==> src/rtl/temp_pkg.sv <==
// Shared definitions for the temperature sensor SPI sampler.
//   state_t       : sampler FSM states
//   *_DEF         : default frame length, SCLK divider and temperature field width
//   tick_latency  : clk cycles from the tick cycle to the sample_valid cycle
package temp_pkg;

    typedef enum logic [2:0] {
        IDLE  = 3'd0,
        SETUP = 3'd1,
        SHIFT = 3'd2,
        HOLD  = 3'd3,
        DONE  = 3'd4
    } state_t;

    localparam int unsigned FRAME_BITS_DEF = 16;
    localparam int unsigned CLK_DIV_DEF    = 4;
    localparam int unsigned TEMP_W_DEF     = 12;

    // One cycle to accept the tick, then SETUP, FRAME_BITS low/high pairs and HOLD.
    function automatic int unsigned tick_latency(input int unsigned frame_bits,
                                                 input int unsigned clk_div);
        return 1 + clk_div * (2 * frame_bits + 2);
    endfunction

endpackage

==> src/rtl/temp_spi_shift.sv <==
// SPI mode-0 receive engine for the temperature sensor.
// Ports:
//   clk, rst     : clock, asynchronous active-low reset
//   start        : one-cycle pulse, begins a frame with a fresh low half-period
//   miso         : raw sensor data, synchronised here
//   sclk         : serial clock, idles low
//   done_c       : high in the final cycle of the last high half-period
//   frame        : received bits, MSB first
module temp_spi_shift
    import temp_pkg::*;
#(
    parameter int unsigned FRAME_BITS = FRAME_BITS_DEF,
    parameter int unsigned CLK_DIV    = CLK_DIV_DEF
) (
    input  logic                  clk,
    input  logic                  rst,
    input  logic                  start,
    input  logic                  miso,
    output logic                  sclk,
    output logic                  done_c,
    output logic [FRAME_BITS-1:0] frame
);

    localparam int unsigned DIV_W = (CLK_DIV > 1) ? $clog2(CLK_DIV) : 1;
    localparam int unsigned BIT_W = $clog2(FRAME_BITS);

    logic [DIV_W-1:0] div_q;
    logic [BIT_W-1:0] bit_q;
    logic             active_q;
    logic             miso_s1;
    logic             miso_s2;
    logic             half_end_c;
    logic             last_bit_c;

    // Terminal count of the current half-period; sclk itself is the phase.
    assign half_end_c = active_q && (div_q == DIV_W'(CLK_DIV - 1));
    assign last_bit_c = (bit_q == BIT_W'(FRAME_BITS - 1));
    assign done_c     = half_end_c && sclk && last_bit_c;

    // Two-flop synchroniser for the asynchronous miso line.
    always_ff @(posedge clk or negedge rst) begin
        if (!rst) begin
            miso_s1 <= 1'b0;
            miso_s2 <= 1'b0;
        end else begin
            miso_s1 <= miso;
            miso_s2 <= miso_s1;
        end
    end

    // Half-period divider, sclk phase, bit counter and shift register.
    always_ff @(posedge clk or negedge rst) begin
        if (!rst) begin
            active_q <= 1'b0;
            div_q    <= '0;
            bit_q    <= '0;
            sclk     <= 1'b0;
            frame    <= '0;
        end else if (start) begin
            active_q <= 1'b1;
            div_q    <= '0;
            bit_q    <= '0;
            sclk     <= 1'b0;
        end else if (active_q) begin
            if (half_end_c) begin
                div_q <= '0;
                if (!sclk) begin
                    // Sample on the edge that raises sclk.
                    sclk  <= 1'b1;
                    frame <= {frame[FRAME_BITS-2:0], miso_s2};
                end else begin
                    sclk  <= 1'b0;
                    bit_q <= bit_q + BIT_W'(1);
                    if (last_bit_c) begin
                        active_q <= 1'b0;
                    end
                end
            end else begin
                div_q <= div_q + DIV_W'(1);
            end
        end
    end

endmodule

==> src/rtl/temp_spi_sampler.sv <==
// Reads one temperature sensor frame per interval tick and block-averages good samples.
// Ports:
//   clk, rst      : clock, asynchronous active-low reset
//   tick          : start strobe from the interval counter wrap
//   miso          : sensor serial data (asynchronous)
//   cs_n, sclk    : sensor chip select (active low) and serial clock
//   busy          : tick accepted until the sample_valid cycle inclusive
//   sample        : last good temperature field
//   sample_valid  : frame complete pulse (good or faulted)
//   fault         : fault bit of the last frame
//   avg           : last block average
//   avg_valid     : pulse when avg updates
//   overrun       : sticky, tick seen while not idle
module temp_spi_sampler
    import temp_pkg::*;
#(
    parameter int unsigned FRAME_BITS = FRAME_BITS_DEF,
    parameter int unsigned TEMP_MSB   = 14,
    parameter int unsigned TEMP_LSB   = 3,
    parameter int unsigned FAULT_BIT  = 2,
    parameter int unsigned CLK_DIV    = CLK_DIV_DEF,
    parameter int unsigned AVG_LOG2   = 3,
    localparam int unsigned TEMP_W    = TEMP_MSB - TEMP_LSB + 1
) (
    input  logic              clk,
    input  logic              rst,
    input  logic              tick,
    input  logic              miso,
    output logic              cs_n,
    output logic              sclk,
    output logic              busy,
    output logic [TEMP_W-1:0] sample,
    output logic              sample_valid,
    output logic              fault,
    output logic [TEMP_W-1:0] avg,
    output logic              avg_valid,
    output logic              overrun
);

    localparam int unsigned DIV_W = (CLK_DIV > 1) ? $clog2(CLK_DIV) : 1;
    localparam int unsigned ACC_W = TEMP_W + AVG_LOG2;
    localparam int unsigned CNT_W = AVG_LOG2 + 1;

    state_t                  state_q;
    state_t                  state_nxt;
    logic [DIV_W-1:0]        cnt_q;
    logic [DIV_W-1:0]        cnt_nxt;
    logic                    start_c;
    logic                    shift_done_c;
    logic [FRAME_BITS-1:0]   frame;
    logic                    cs_n_nxt_c;
    logic                    busy_nxt_c;
    logic                    finish_c;
    logic [TEMP_W-1:0]       field_c;
    logic                    fault_bit_c;
    logic [ACC_W-1:0]        sum_c;
    logic                    block_full_c;
    logic [ACC_W-1:0]        acc_q;
    logic [CNT_W-1:0]        good_q;
    logic                    unused_frame_c;

    temp_spi_shift #(
        .FRAME_BITS (FRAME_BITS),
        .CLK_DIV    (CLK_DIV)
    ) u_shift (
        .clk    (clk),
        .rst    (rst),
        .start  (start_c),
        .miso   (miso),
        .sclk   (sclk),
        .done_c (shift_done_c),
        .frame  (frame)
    );

    // Field extraction and running block sum.
    assign field_c        = frame[TEMP_MSB:TEMP_LSB];
    assign fault_bit_c    = frame[FAULT_BIT];
    assign sum_c          = acc_q + ACC_W'(field_c);
    assign block_full_c   = (good_q == CNT_W'((2 ** AVG_LOG2) - 1));
    // Frame bits outside the temperature and fault fields carry nothing we use.
    assign unused_frame_c = ^frame;

    // State register.
    always_ff @(posedge clk or negedge rst) begin
        if (!rst) begin
            state_q <= IDLE;
            cnt_q   <= '0;
        end else begin
            state_q <= state_nxt;
            cnt_q   <= cnt_nxt;
        end
    end

    // Next state, phase counter for SETUP/HOLD, and next values of registered outputs.
    always_comb begin
        state_nxt  = state_q;
        cnt_nxt    = cnt_q;
        start_c    = 1'b0;
        case (state_q)
            IDLE: begin
                if (tick) begin
                    state_nxt = SETUP;
                    cnt_nxt   = '0;
                end
            end
            SETUP: begin
                if (cnt_q == DIV_W'(CLK_DIV - 1)) begin
                    state_nxt = SHIFT;
                    start_c   = 1'b1;
                    cnt_nxt   = '0;
                end else begin
                    cnt_nxt = cnt_q + DIV_W'(1);
                end
            end
            SHIFT: begin
                if (shift_done_c) begin
                    state_nxt = HOLD;
                    cnt_nxt   = '0;
                end
            end
            HOLD: begin
                if (cnt_q == DIV_W'(CLK_DIV - 1)) begin
                    state_nxt = DONE;
                    cnt_nxt   = '0;
                end else begin
                    cnt_nxt = cnt_q + DIV_W'(1);
                end
            end
            DONE:    state_nxt = IDLE;
            default: state_nxt = IDLE;
        endcase
        cs_n_nxt_c = !(state_nxt inside {SETUP, SHIFT, HOLD});
        busy_nxt_c = (state_nxt != IDLE);
        finish_c   = (state_q == HOLD) && (state_nxt == DONE);
    end

    // Registered outputs; results land in the DONE cycle together with sample_valid.
    always_ff @(posedge clk or negedge rst) begin
        if (!rst) begin
            cs_n         <= 1'b1;
            busy         <= 1'b0;
            sample       <= '0;
            sample_valid <= 1'b0;
            fault        <= 1'b0;
            avg          <= '0;
            avg_valid    <= 1'b0;
            overrun      <= 1'b0;
            acc_q        <= '0;
            good_q       <= '0;
        end else begin
            cs_n         <= cs_n_nxt_c;
            busy         <= busy_nxt_c;
            sample_valid <= finish_c;
            avg_valid    <= 1'b0;
            if (tick && (state_q != IDLE)) begin
                overrun <= 1'b1;
            end
            if (finish_c) begin
                fault <= fault_bit_c;
                if (!fault_bit_c) begin
                    sample <= field_c;
                    if (block_full_c) begin
                        avg       <= TEMP_W'(sum_c >> AVG_LOG2);
                        avg_valid <= 1'b1;
                        acc_q     <= '0;
                        good_q    <= '0;
                    end else begin
                        acc_q  <= sum_c;
                        good_q <= good_q + CNT_W'(1);
                    end
                end
            end
        end
    end

endmodule

==> config.mk <==
export PLATFORM = sky130hd
export DESIGN_NAME = temp_spi_sampler
export DESIGN_NICKNAME = d
export VERILOG_FILES = /design/src/rtl/temp_pkg.sv /design/src/rtl/temp_spi_shift.sv /design/src/rtl/temp_spi_sampler.sv
export SDC_FILE = /design/constraint.sdc
export NUM_CORES = 1
export LEC_CHECK = 0
export CAP_MARGIN = 15
export CORE_ASPECT_RATIO = 0.7
export CORE_UTILIZATION = 54
export CTS_BUF_LIST = sky130_fd_sc_hd__clkbuf_16
export DETAILED_ROUTE_END_ITERATION = 8
export GPL_TIMING_DRIVEN = 0
export PLACE_DENSITY = 0.82
export SYNTH_ARGS = -nofsm -noshare
export SYNTH_HDL_FRONTEND = slang
export SYNTH_SLANG_ARGS = --single-unit
==> constraint.sdc <==
create_clock -name clk -period 2.9 [get_ports clk]
set_input_delay 0.58 -clock clk [delete_from_list [all_inputs] [get_ports clk]]
set_output_delay 0.58 -clock clk [all_outputs]
set_load 0.05 [all_outputs]
==> results.json <==
{
  "place_inst": 482,
  "drc_errors": 0,
  "drive_above_1_share_pct": 14.1,
  "synth-edff-count": 0,
  "critical-path-top-delay-family": "simple AND/OR/NAND/NOR gates",
  "final_area_sq_um": 4550,
  "netlist_instances": 353,
  "ioPinCount": 35,
  "syn_avg_cell_area_sq_um": 10.7,
  "ys_seq_area_share_pct": 52.4,
  "antenna_found_initial": 0,
  "placed_area_sq_um": 4250,
  "tightest_slew_ps": 529,
  "instances_no_fill": 498,
  "die_area_sq_um": 7340,
  "die_width_um": 102,
  "crit_type": "flip-flop to flip-flop",
  "rsz0062_at_grt": "false",
  "root_buffer": "clkbuf_16",
  "peakVddDrop_v": 0.000391,
  "num_rows": 25,
  "post_cts.repair.setup_buffers": 0,
  "final_core_util_pct": 67.3,
  "relSlewSlack_pct": 64.7,
  "portBuffers": 34,
  "cp_slowest_cell": "or4_1",
  "synth_commonest_cells": "dfrtp_1 (78), nand2_1 (76), nor2_1 (20), mux2_2 (17), o21ai_0 (17)",
  "critical_path_arrival_ps": 2770,
  "synth-seq-cells": 79,
  "grt_overflow_total": 0,
  "grt_pass1_wl_um": 12600,
  "viasPerCell": 5.40,
  "startpoint_type": "flip-flop",
  "seqCellArea_sq_um": 1980,
  "place_ws_ps": 445,
  "power_density_nw_per_um2": 757,
  "drv_cap": 0,
  "post_synth_num_cell_types": 52,
  "grt_max_degree": 41,
  "multiInputGateArea_sq_um": 1690,
  "finalSetupViolations": 0,
  "fin_skew_ps": 10.2,
  "dp_hpwl_um": 5360,
  "synthesis.nets": 374,
  "hold_buffers": 0,
  "n_fill_cell": 503,
  "cts_buffers": 9,
  "initial_core_util_pct": 55.9,
  "yosysWarnings": 0,
  "fin_ws_ps": 396,
  "htreeDepth": 3,
  "finalCriticalPeriod_ps": 2500,
  "crit_chain": "ha_1, inv_1, fa_1, and2b_2, o2111ai_4, a21oi_4, o41ai_4, or4_1, nand3_1",
  "end_kind": "flip-flop",
  "synthTopCellsByArea": "dfrtp_1 (52%), nand2_1 (7.5%), ha_1 (5.3%)",
  "synth.largest_area_cell": "dfrtp_1",
  "path_buf_inv": 1,
  "core_area_sq_um": 6760,
  "syn_area_sq_um": 3780,
  "syn_to_final_growth_pct": 20.3,
  "synth.top_cell.area_share_pct": 51.7,
  "nets": 420,
  "tritoncts": "done",
  "max_stage_delay_ps": 510,
  "diodes": 0,
  "clkTransAtPathRegs_ps": 60,
  "required_ps": 3170,
  "first_pass_iters": 4,
  "slew_violations": 0,
  "synth-async-reset-ratio_pct": 100,
  "status": "finished clean",
  "post-route-period-util_pct": 86.3,
  "hold_path.class": "primary input to async pin",
  "cts_resized": 0,
  "grt_use_total_pct": 22.8,
  "clock.fmax_mhz": 399,
  "gp_routability_congestion": 0.875,
  "drtAntennaViolNets": 0,
  "clock_sinks": 79,
  "routedWlPerCell_um": 15.1,
  "drt-initial-drc-count": 207,
  "routed_wl_um": 7520,
  "synth_flop_cell": "dfrtp_1",
  "yosysMostFrequentCell": "dfrtp_1",
  "vias": 2687,
  "clk-insertion-delay-late_ps": 330,
  "clock_path_buffers": 2,
  "die_h_um": 72.0,
  "first_global_vias": 2568,
  "hold_violations": 0,
  "crit_fanout": 6,
  "leakage_nw": 2.19
}
cell type report:
cell class	instances	share of cell area, %
clock inverters	7	1.46
inverters	10	0.826
well taps	94	2.59
repair buffers	35	7.87
plain buffers	12	1.65
clock buffers	9	4.95
flip-flops and latches	79	43.5
multi-input cells	252	37.1
stage by stage:
stage,total power [W],setup TNS (ps),hold slack (ps)
finish,0.00344,0,221
global route,0.00362,0,261
CTS,0.00346,0,244
detailed placement,0.00236,0,337
global placement,0.00230,-115880,332
floorplan,0.00210,0,284
kinds of logic after synthesis:
kind of cell / after synthesis / synth area share (%)
AND/OR/NAND/NOR: 130 / 16.0
flip-flops: 79 / 52.4
AO/OA/AOI/OAI: 68 / 13.0
buffers and inverters: 22 / 2.98
multiplexers: 21 / 6.13
adder cells (fa/ha/maj): 17 / 5.83
XOR/XNOR: 16 / 3.71
layout by cell type (no fill, tap or decap), types with 3 or more instances in the layout:
cell,instances
a21oi_1,12
mux2i_1,4
o21ai_0,17
mux2_2,17
ha_1,16
inv_1,10
nand4_1,5
clkbuf_16,9
nor2_1,20
nand2_1,76
buf_4,3
xor2_1,8
clkbuf_1,5
buf_2,3
clkdlybuf4s50_1,33
or3_1,3
dfrtp_1,78
o31ai_1,5
xnor2_1,8
nor3_1,3
o211ai_1,3
a21o_1,6
a22o_1,5
nand3_1,5
nand2b_1,3
o21ai_1,4
o21bai_1,3
worst paths after layout:
| kind | from | to | slack, ps | depth (start not counted) |
|---|---|---|---|---|
| setup / recovery | u_shift.frame[3] | acc_q[14] | 400 | 9 |
| hold / removal | rst | avg[7] | 220 | 1 |
| setup reg to reg | u_shift.frame[3] | acc_q[14] | 400 | 9 |
| hold reg to reg | u_shift.miso_s1 | u_shift.miso_s2 | 360 | 0 |
| max in group asynchronous | rst | cs_n | 2040 | 2 |
| min in group clk | u_shift.miso_s1 | u_shift.miso_s2 | 360 | 0 |
layer usage:
metal | wire length (um) | track usage (%)
met1 | 3680 | 32.9
met2 | 3420 | 33.9
met3 | 367 | 6.07
met4 | 57 | 6.83
met5 | 0 | 0
registers in the layout (all words and copies together), names as in the netlist:
signal,cells
good_q,4
overrun,1
avg,12
cs_n,1
sample,12
cnt_q,2
u_shift.miso_s2,1
u_shift.bit_q,4
avg_valid,1
u_shift.miso_s1,1
acc_q,15
u_shift.sclk,1
u_shift.div_q,2
sample_valid,1
u_shift.frame,15
state_q,3
u_shift.active_q,1
busy,1
fault,1
worst reg2reg max path, cell delays in order, from the launching register on:
cell and delay, ps:
dfrtp_1 400, ha_1 200, inv_1 60, fa_1 370
and2b_2 270, o2111ai_4 150, a21oi_4 250, o41ai_4 130
or4_1 510, nand3_1 90
where the power goes:
group          leakage (nW)  internal, W  switching [W]
clock network         0.144     0.000660       0.000439
logic                 0.994     0.000354       0.000535
registers              1.05      0.00130       0.000159
Note: power is estimated with default switching activity, not from simulation.
